## src/rtl/banco_pkg.sv

```systemverilog
// Shared constants for the register file, the N-bit ALU and the control unit.
//   REG_ZERO    : architectural index of the hardwired-zero register (x0)
//   N_DEFAULT   : default datapath width
//   AW_DEFAULT  : default register address width (2**AW registers)
package banco_pkg;
    localparam int REG_ZERO   = 0;
    localparam int N_DEFAULT  = 4;
    localparam int AW_DEFAULT = 3;
endpackage : banco_pkg

```

## src/rtl/reg_nbits.sv

```systemverilog
// N-bit D register with load enable and asynchronous active-high clear.
// Ports:
//   clk : rising-edge clock
//   rst : asynchronous active-high clear (dominates en)
//   en  : load enable
//   d   : data in
//   q   : registered data out
module reg_nbits #(
    parameter int N = 4
) (
    input  logic         clk,
    input  logic         rst,
    input  logic         en,
    input  logic [N-1:0] d,
    output logic [N-1:0] q
);

    always_ff @(posedge clk or posedge rst) begin
        if (rst) begin
            q <= '0;
        end else if (en) begin
            q <= d;
        end
    end

endmodule : reg_nbits

```

## src/rtl/banco_registros_nbits.sv

```systemverilog
// Register file feeding the N-bit ALU: two combinational read ports, one
// synchronous write port, x0 hardwired to zero, optional write-through bypass.
// Ports:
//   clk_i, rst_i : clock (rising edge) and asynchronous active-high reset
//   rs1_i, rs2_i : read addresses (port 1 -> ALU a_i, port 2 -> ALU b_i)
//   rd_i, wd_i   : write address / write data
//   we_i         : write enable
//   rd1_o, rd2_o : read data
//   zero1_o      : rd1_o == 0
//   eq_o         : rd1_o == rd2_o
// Handshake: none; reads are purely combinational, a write with we_i=1 and
// rd_i!=0 lands on the next rising edge while rst_i is low.
module banco_registros_nbits
    import banco_pkg::*;
#(
    parameter int N      = N_DEFAULT,
    parameter int AW     = AW_DEFAULT,
    parameter int BYPASS = 0
) (
    input  logic          clk_i,
    input  logic          rst_i,
    input  logic [AW-1:0] rs1_i,
    input  logic [AW-1:0] rs2_i,
    input  logic [AW-1:0] rd_i,
    input  logic [N-1:0]  wd_i,
    input  logic          we_i,
    output logic [N-1:0]  rd1_o,
    output logic [N-1:0]  rd2_o,
    output logic          zero1_o,
    output logic          eq_o
);

    localparam int NREGS = 1 << AW;

    logic [NREGS-1:0][N-1:0] regs;
    logic                    wr_active;

    // x0 is a constant: there is no storage behind it, so writes to it vanish.
    assign regs[REG_ZERO] = '0;

    generate
        for (genvar i = 1; i < NREGS; i++) begin : g_reg
            reg_nbits #(.N(N)) u_reg (
                .clk (clk_i),
                .rst (rst_i),
                .en  (we_i && (rd_i == AW'(i))),
                .d   (wd_i),
                .q   (regs[i])
            );
        end
    endgenerate

    // A write counts for bypass only when it would actually commit; during
    // reset the array is being cleared, so forwarding wd_i would leak data.
    assign wr_active = we_i && !rst_i && (rd_i != AW'(REG_ZERO));

    always_comb begin
        rd1_o = regs[rs1_i];
        rd2_o = regs[rs2_i];
        if (BYPASS != 0) begin
            if (wr_active && (rs1_i == rd_i)) rd1_o = wd_i;
            if (wr_active && (rs2_i == rd_i)) rd2_o = wd_i;
        end
    end

    // Flags are taken after the bypass so branch pre-decode sees forwarded data.
    assign zero1_o = (rd1_o == '0);
    assign eq_o    = (rd1_o == rd2_o);

endmodule : banco_registros_nbits

```

## config.mk

```make
export PLATFORM = sky130hd
export DESIGN_NAME = banco_registros_nbits
export DESIGN_NICKNAME = d
export VERILOG_FILES = /design/src/rtl/banco_pkg.sv /design/src/rtl/reg_nbits.sv /design/src/rtl/banco_registros_nbits.sv
export SDC_FILE = /design/constraint.sdc
export NUM_CORES = 1
export LEC_CHECK = 0
export CORE_ASPECT_RATIO = 0.9
export CORE_UTILIZATION = 40
export CTS_BUF_LIST = sky130_fd_sc_hd__clkbuf_4 sky130_fd_sc_hd__clkbuf_8
export DETAILED_ROUTE_END_ITERATION = 10
export GPL_TIMING_DRIVEN = 0
export PLACE_DENSITY = 0.64
export REMOVE_ABC_BUFFERS = 1
export SLEW_MARGIN = 0
export SYNTH_ARGS = -nofsm -noshare
export SYNTH_HDL_FRONTEND = slang
export SYNTH_SLANG_ARGS = --single-unit
```

## constraint.sdc

```tcl
create_clock -name clk_i -period 2.7 [get_ports clk_i]
set_clock_uncertainty 0.15 [all_clocks]
set_input_delay 0.675 -clock clk_i [delete_from_list [all_inputs] [get_ports clk_i]]
set_output_delay 0.675 -clock clk_i [all_outputs]
set_load 0.005 [all_outputs]
```

==> qor.yml, run 1 <==
timing:
  period_share_pct: 107
  worst_pin_slew_ns: 1.09
  drv_slew: 0
  tns_ns: -0.370
  timing.fmax_ghz: 0.346
  finalSetupViolCount: 3
  rsz0062_at_grt: "true"
  worst_slack_ns: -0.187
  fin_crit_ns: 2.89
  slew_headroom_pct: 27.4
  final_hold_viol_count: 0
global_routing:
  grt_usage_pct: 20.3
  grt_antenna_before_repair: 0
  grt_pass1_wl_microns: 6870
  grt_pass1_vias: 1221
  overflow: 0
  grt_max_degree: 29
route:
  drc: 0
  post_drt_via_cell_ratio: 5.82
  drt_iter0_markers: 40
  drtAntennaViolNets: 0
  firstDrtPassIters: 4
  wl_microns: 4060
  routedWlPerCell_microns: 20.4
  dr_total_vias: 1159
synth:
  async_flop_share_pct: 100
  synth_seq_area_share_pct: 42.0
  syn_avg_cell_area_sq_um: 14.0
  synth_area_sq_mm: 0.00167
  synth_ff_type: "dfrtp_1"
  synth_enable_flop_cells: 0
  ys_ff_latch: 28
  ys_types: 23
  ys_top_cells_by_count: "mux2_1 (31), dfrtp_1 (28), mux2i_1 (16)"
  yosys.area.top_type: "dfrtp_1"
  yosys_warnings: 0
  synth.top_cell.area_share_pct: 42.0
  synth_cells: 119
  synthTopCellsByArea: "dfrtp_1 (42%), mux2_1 (21%), mux2i_1 (9.6%), a221oi_2 (8.1%), a221oi_1 (3.7%)"
  yosysMostFrequentCell: "mux2_1"
pwr:
  vdd_drop_max_v: 0.000228
  power_mw: 1.34
  power.density_mw_per_mm2: 583
  p_leak_nw: 0.974
flow_run:
  cap_violations: 0
setup_path:
  worstPathMaxFanout: 6
  crit_path_end_kind: "output port"
  crit_path_frequent_cell: "a221oi_4"
  cp_slowest_cell: "a221oi_4"
  crit_type: "input port to output port"
  crit_start: "rs1_i[1]"
  critPathLaunchType: "input port"
  crit_required_ns: 1.88
  cp_num_buf_inv: 3
  critPathMaxStageDelay_ns: 0.32
  crit_arrival_ns: 2.06
  reg2reg_from: "g_reg[2].u_reg.q[0]$_DFFE_PP0P_"
  path_cells: "buf_16 > mux2_4 > a221oi_4 > a221oi_4 > buf_4 > xor2_1 > nor4_2 > buf_2"
  path_delay_family: "buffers and inverters"
placement:
  gp_congestion: 0.793
  hpwlAfterDp_microns: 2850
  port_buffers: 25
  dp.cells: 188
floorplan:
  die_h_microns: 63.3
  row_count: 21
  start_util_pct: 43.2
  fp.dieArea_sq_mm: 0.00443
  ios: 26
  die_x_microns: 70.1
  core_sq_mm: 0.00386
finish:
  reg_top3: "g.u_reg.q: 28 flops"
  syn_to_final_growth_pct: 38.3
  largest_reg_flops: 28
  layout.nets: 170
  n_antenna_cell: 0
  largest_register: "g.u_reg.q"
  stdcell_count: 199
  n_fill_cell: 299
  drive_gt1_share_pct: 34.6
clocking:
  ctsHoldBuffers: 0
  cts_made_buffers: 3
  cts_tree: "done"
  cts_root_buf: "clkbuf_8"
  clk_path_buf_depth: 2
  clk_latency_ns: 0.28
  h-tree-depth: 1
  clk_pin_slew_ns: 0.09
  cts.sinks: 28
worst_hold_path:
  hold_path.class: "flop to flop"
  worstHoldStart: "g_reg[3].u_reg.q[0]$_DFFE_PP0P_"
outcome:
  violations: "setup timing"
  outcome: "finished with violations"
[final cells by class]
cell class	instances	area (sq um)	area share (%)
inverters	1	3.75	0.163
flip-flops and latches	28	701	30.4
well taps	46	57.6	2.49
clock buffers	4	55.1	2.39
multi-input cells	88	1160	50.2
repair buffers	32	333	14.4
[timing repair]
action | 4_1_cts | 5_1_grt
setup buffers | 5 | 2
resized for setup | 87 | 8
setup endpoints to repair | 10 | 5
pin swaps | 9 | 1
[per-layer routing]
layer  GRT usage [%]  up-vias  wire length (microns)  part of all wire, %
li1                -      549                      -                    -
met1            27.7      582                   1940                   48
met2            33.1       23                   1950                   48
met3            3.20        5                    109                  2.7
met4            6.00        0                     53                  1.3
met5               0        -                      0                    0
[where the power goes]
group          switching [mW]  internal, mW
Clock                   0.136         0.131
Sequential             0.0827         0.512
Combinational           0.220         0.263
[placed cells by master, fill, tap and decap left out]
master and n:
a221oi_2 3, a221oi_4 13, and2_2 1, and2_4 1
and2b_4 3, and4bb_1 1, and4bb_2 1, buf_12 1
buf_16 2, buf_2 4, buf_4 5, buf_6 4
clkbuf_8 4, clkdlybuf4s50_1 9, dfrtp_1 28, dlygate4sd2_1 6
dlymetal6s2s_1 1, inv_1 1, mux2_1 28, mux2_2 3
mux2_4 5, mux2i_1 16, nand2_1 1, nand4_1 1
nand4b_1 3, nor2b_4 1, nor3_1 1, nor4_2 2
xor2_1 4
[per-stage QoR]
stage | setup slack (ns) | cell area (sq um) | util [%] | hold slack (ns)
after global routing | -0.271 | 2310 | 59.7 | 0.402
final | -0.187 | 2310 | 59.7 | 0.373
after floorplan | 0.0293 | 1650 | - | 0.319
after CTS | -0.211 | 2260 | 58.6 | 0.377
after global placement | -1.67 | 1950 | 50.6 | 0.331
after detailed placement | -1.69 | 1950 | 50.6 | 0.350
[logic make-up (layout without fill, tap and decap cells)]
group / after synthesis / in the layout / synth area share, %
muxes: 52 / 52 / 34.1
and+or+nand+nor: 16 / 16 / 8.40
buffers and inverters: 3 / 37 / 1.58
AOI/OAI and AO/OA: 16 / 16 / 11.8
xor gates and xnor gates: 4 / 4 / 2.10
DFF: 28 / 28 / 42.0
[path summary, 6_finish.rpt]
| check | slack [ns] | cells after the start | end |
|---|---|---|---|
| min reg2reg | 0.37 | 1 | g_reg[3].u_reg.q[0]$_DFFE_PP0P_ |
| max | -0.19 | 8 | eq_o |
| max in group asynchronous | 0.94 | 2 | g_reg[2].u_reg.q[0]$_DFFE_PP0P_ |
| max reg2reg | 1.64 | 1 | g_reg[2].u_reg.q[0]$_DFFE_PP0P_ |
| min in group asynchronous | 0.81 | 2 | g_reg[6].u_reg.q[3]$_DFFE_PP0P_ |
| min | 0.37 | 1 | g_reg[3].u_reg.q[0]$_DFFE_PP0P_ |
(Power assumes the default switching activity.)
==> run 2: changes to the inputs <==
CAP_MARGIN = 25   (was unset)
==> qor.yml, run 2 (synthesis gave the netlist of run 1 again) <==
outcome:
  outcome: "finished with violations"
  violations: "setup timing"
timing:
  timing.fmax_ghz: 0.346  # about the same
  fin_crit_ns: 2.89  # +0.00229 ns
  drv_slew: 0  # unchanged
  period_share_pct: 107  # about the same
  worst_slack_ns: -0.190  # -0.00230 ns
  slew_headroom_pct: 56.3  # +29 points
  worst_pin_slew_ns: 0.651  # -0.437 ns
  tns_ns: -0.303  # +0.0667 ns
  final_hold_viol_count: 0  # unchanged
  rsz0062_at_grt: "true"
  finalSetupViolCount: 2  # -1
setup_path:
  reg2reg_depth: 1  # unchanged
  cp_slowest_cell: "a221oi_4"
  crit_start: "rs2_i[2]"
  reg2reg_from: "g_reg[2].u_reg.q[0]$_DFFE_PP0P_"
  critPathMaxStageDelay_ns: 0.28  # -0.04 ns
  crit_path_end_kind: "output port"
  crit_arrival_ns: 2.06  # about the same
  worstPathMaxFanout: 6  # unchanged
  path_cells: "buf_2 > and2b_4 > buf_4 > a221oi_4 > xor2_1 > nor4_2 > buf_2"
  regToRegSetupSlack_ns: 1.63  # about the same
  crit_end: "eq_o"
  crit_path_frequent_cell: "buf_2"
  crit_required_ns: 1.88  # about the same
  critPathLaunchType: "input port"
  crit_type: "input port to output port"
  reg2reg_to: "g_reg[2].u_reg.q[0]$_DFFE_PP0P_"
finish:
  syn_to_final_growth_pct: 43.7
  reg_top3: "g.u_reg.q: 28 flops"
  drive_gt1_share_pct: 39.8  # +5.1 points
  post-route-util_pct: 62.0  # +2.3 points
  stdcell_count: 207  # +4.0%
  largest_register: "g.u_reg.q"
  n_antenna_cell: 0  # unchanged
  n_fill_cell: 301  # +0.67%
  final_cell_mix: "mux2_1 (28), dfrtp_1 (28), mux2i_1 (15)"
  layout.nets: 178  # +4.7%
  final_area_sq_mm: 0.00240  # +3.9%
  largest_reg_flops: 28  # unchanged
worst_hold_path:
  hold_path.class: "flop to flop"
  whs_path_depth: 1  # unchanged
pwr:
  p_leak_nw: 1.01  # +4.1%
  power.density_mw_per_mm2: 580  # -0.40%
  vdd_drop_max_v: 0.000248  # +8.9%
clocking:
  cts_made_buffers: 3  # unchanged
  h-tree-depth: 1  # unchanged
  cts_root_buf: "clkbuf_8"
  clk_pin_slew_ns: 0.10  # about the same
  cts.sinks: 28  # unchanged
  clk_path_buf_depth: 2  # unchanged
  cts_tree: "done"
  clk_latency_ns: 0.29  # about the same
floorplan:
  core_sq_mm: 0.00386  # unchanged
  row_count: 21  # unchanged
  die_x_microns: 70.1  # unchanged
  start_util_pct: 43.2  # unchanged
  ios: 26  # unchanged
  die_h_microns: 63.3  # unchanged
  fp.dieArea_sq_mm: 0.00443  # unchanged
global_routing:
  grt_usage_pct: 20.5  # +0.28 points
  grt_antenna_before_repair: 0  # unchanged
  grt_pass1_vias: 1279  # +4.8%
  grt_max_degree: 25  # -14%
  overflow: 0  # unchanged
  grt_pass1_wl_microns: 7000  # +1.8%
route:
  firstDrtPassIters: 4  # unchanged
  drc: 0  # unchanged
  wl_microns: 4110  # +1.3%
  routedWlPerCell_microns: 19.9  # -2.6%
  dr_total_vias: 1218  # +5.1%
  drt_iter0_markers: 47  # +18%
  post_drt_via_cell_ratio: 5.88  # +1.0%
  drtAntennaViolNets: 0  # unchanged
placement:
  dp.cells: 189  # +0.53%
  port_buffers: 25  # unchanged
  dpl_cell_area_sq_mm: 0.00198  # +1.4%
  gp_congestion: 0.793  # unchanged
  hpwlAfterDp_microns: 2870  # +0.85%
  pre_cts_ws_ns: -1.71  # -0.0192 ns
flow_run:
  cap_violations: 0  # unchanged
-- run 2: repair_timing --
item / CTS / global route
setup endpoints to repair: 10 / 5
gates resized for setup: 99 / 6
hold buffers: 0 / 0
cloned: 0 / 0
pin swaps: 16 / 3
buffers inserted: 13 / 1
-- run 2: critical path, delay by kind of cell --
kind | cells | cell delay [ns]
AND/OR/NAND/NOR | 2 | 0.50
buffers and inverters | 3 | 0.48
AO/OA/AOI/OAI | 1 | 0.28
XOR/XNOR | 1 | 0.13
-- run 2: area by class of cell --
type / count / area (sq um) / area share (%)
clock buffers: 4 / 55.1 / 2.30
inverters: 1 / 3.75 / 0.157
multi-input cells: 88 / 1190 / 49.5
flip-flops and latches: 28 / 701 / 29.2
well taps: 46 / 57.6 / 2.40
repair buffers: 40 / 393 / 16.4
-- run 2: how the worst min path moves through the flow --
stage                                    startpoint                               to  slack, ns
global route        g_reg[6].u_reg.q[0]$_DFFE_PP0P_  g_reg[6].u_reg.q[0]$_DFFE_PP0P_       0.40
floorplan           g_reg[1].u_reg.q[1]$_DFFE_PP0P_  g_reg[1].u_reg.q[1]$_DFFE_PP0P_       0.32
global placement    g_reg[1].u_reg.q[2]$_DFFE_PP0P_  g_reg[1].u_reg.q[2]$_DFFE_PP0P_       0.33
CTS                 g_reg[5].u_reg.q[2]$_DFFE_PP0P_  g_reg[5].u_reg.q[2]$_DFFE_PP0P_       0.38
detailed placement  g_reg[1].u_reg.q[1]$_DFFE_PP0P_  g_reg[1].u_reg.q[1]$_DFFE_PP0P_       0.35
finish              g_reg[5].u_reg.q[3]$_DFFE_PP0P_  g_reg[5].u_reg.q[3]$_DFFE_PP0P_       0.38
-- run 2: metal layers --
metal / part of all wire (%) / global-route usage (%) / vias to the layer above
met3: 2.1 / 2.72 / 5
met2: 49 / 35.5 / 16
met1: 47 / 27.4 / 629
met4: 0.97 / 4.50 / 0
li1: - / - / 568
met5: 0 / 0 / -
-- run 2: power breakdown --
group	switching [mW]	internal [mW]
sequential	0.0846	0.512
combinational	0.230	0.286
clock	0.147	0.131
total	0.462	0.929
-- run 2: stage by stage --
stage               hold WS, ns  total power [mW]
global placement          0.331             0.946
floorplan                 0.319             0.805
CTS                       0.380              1.37
finish                    0.376              1.39
detailed placement        0.345             0.970
global route              0.405              1.46
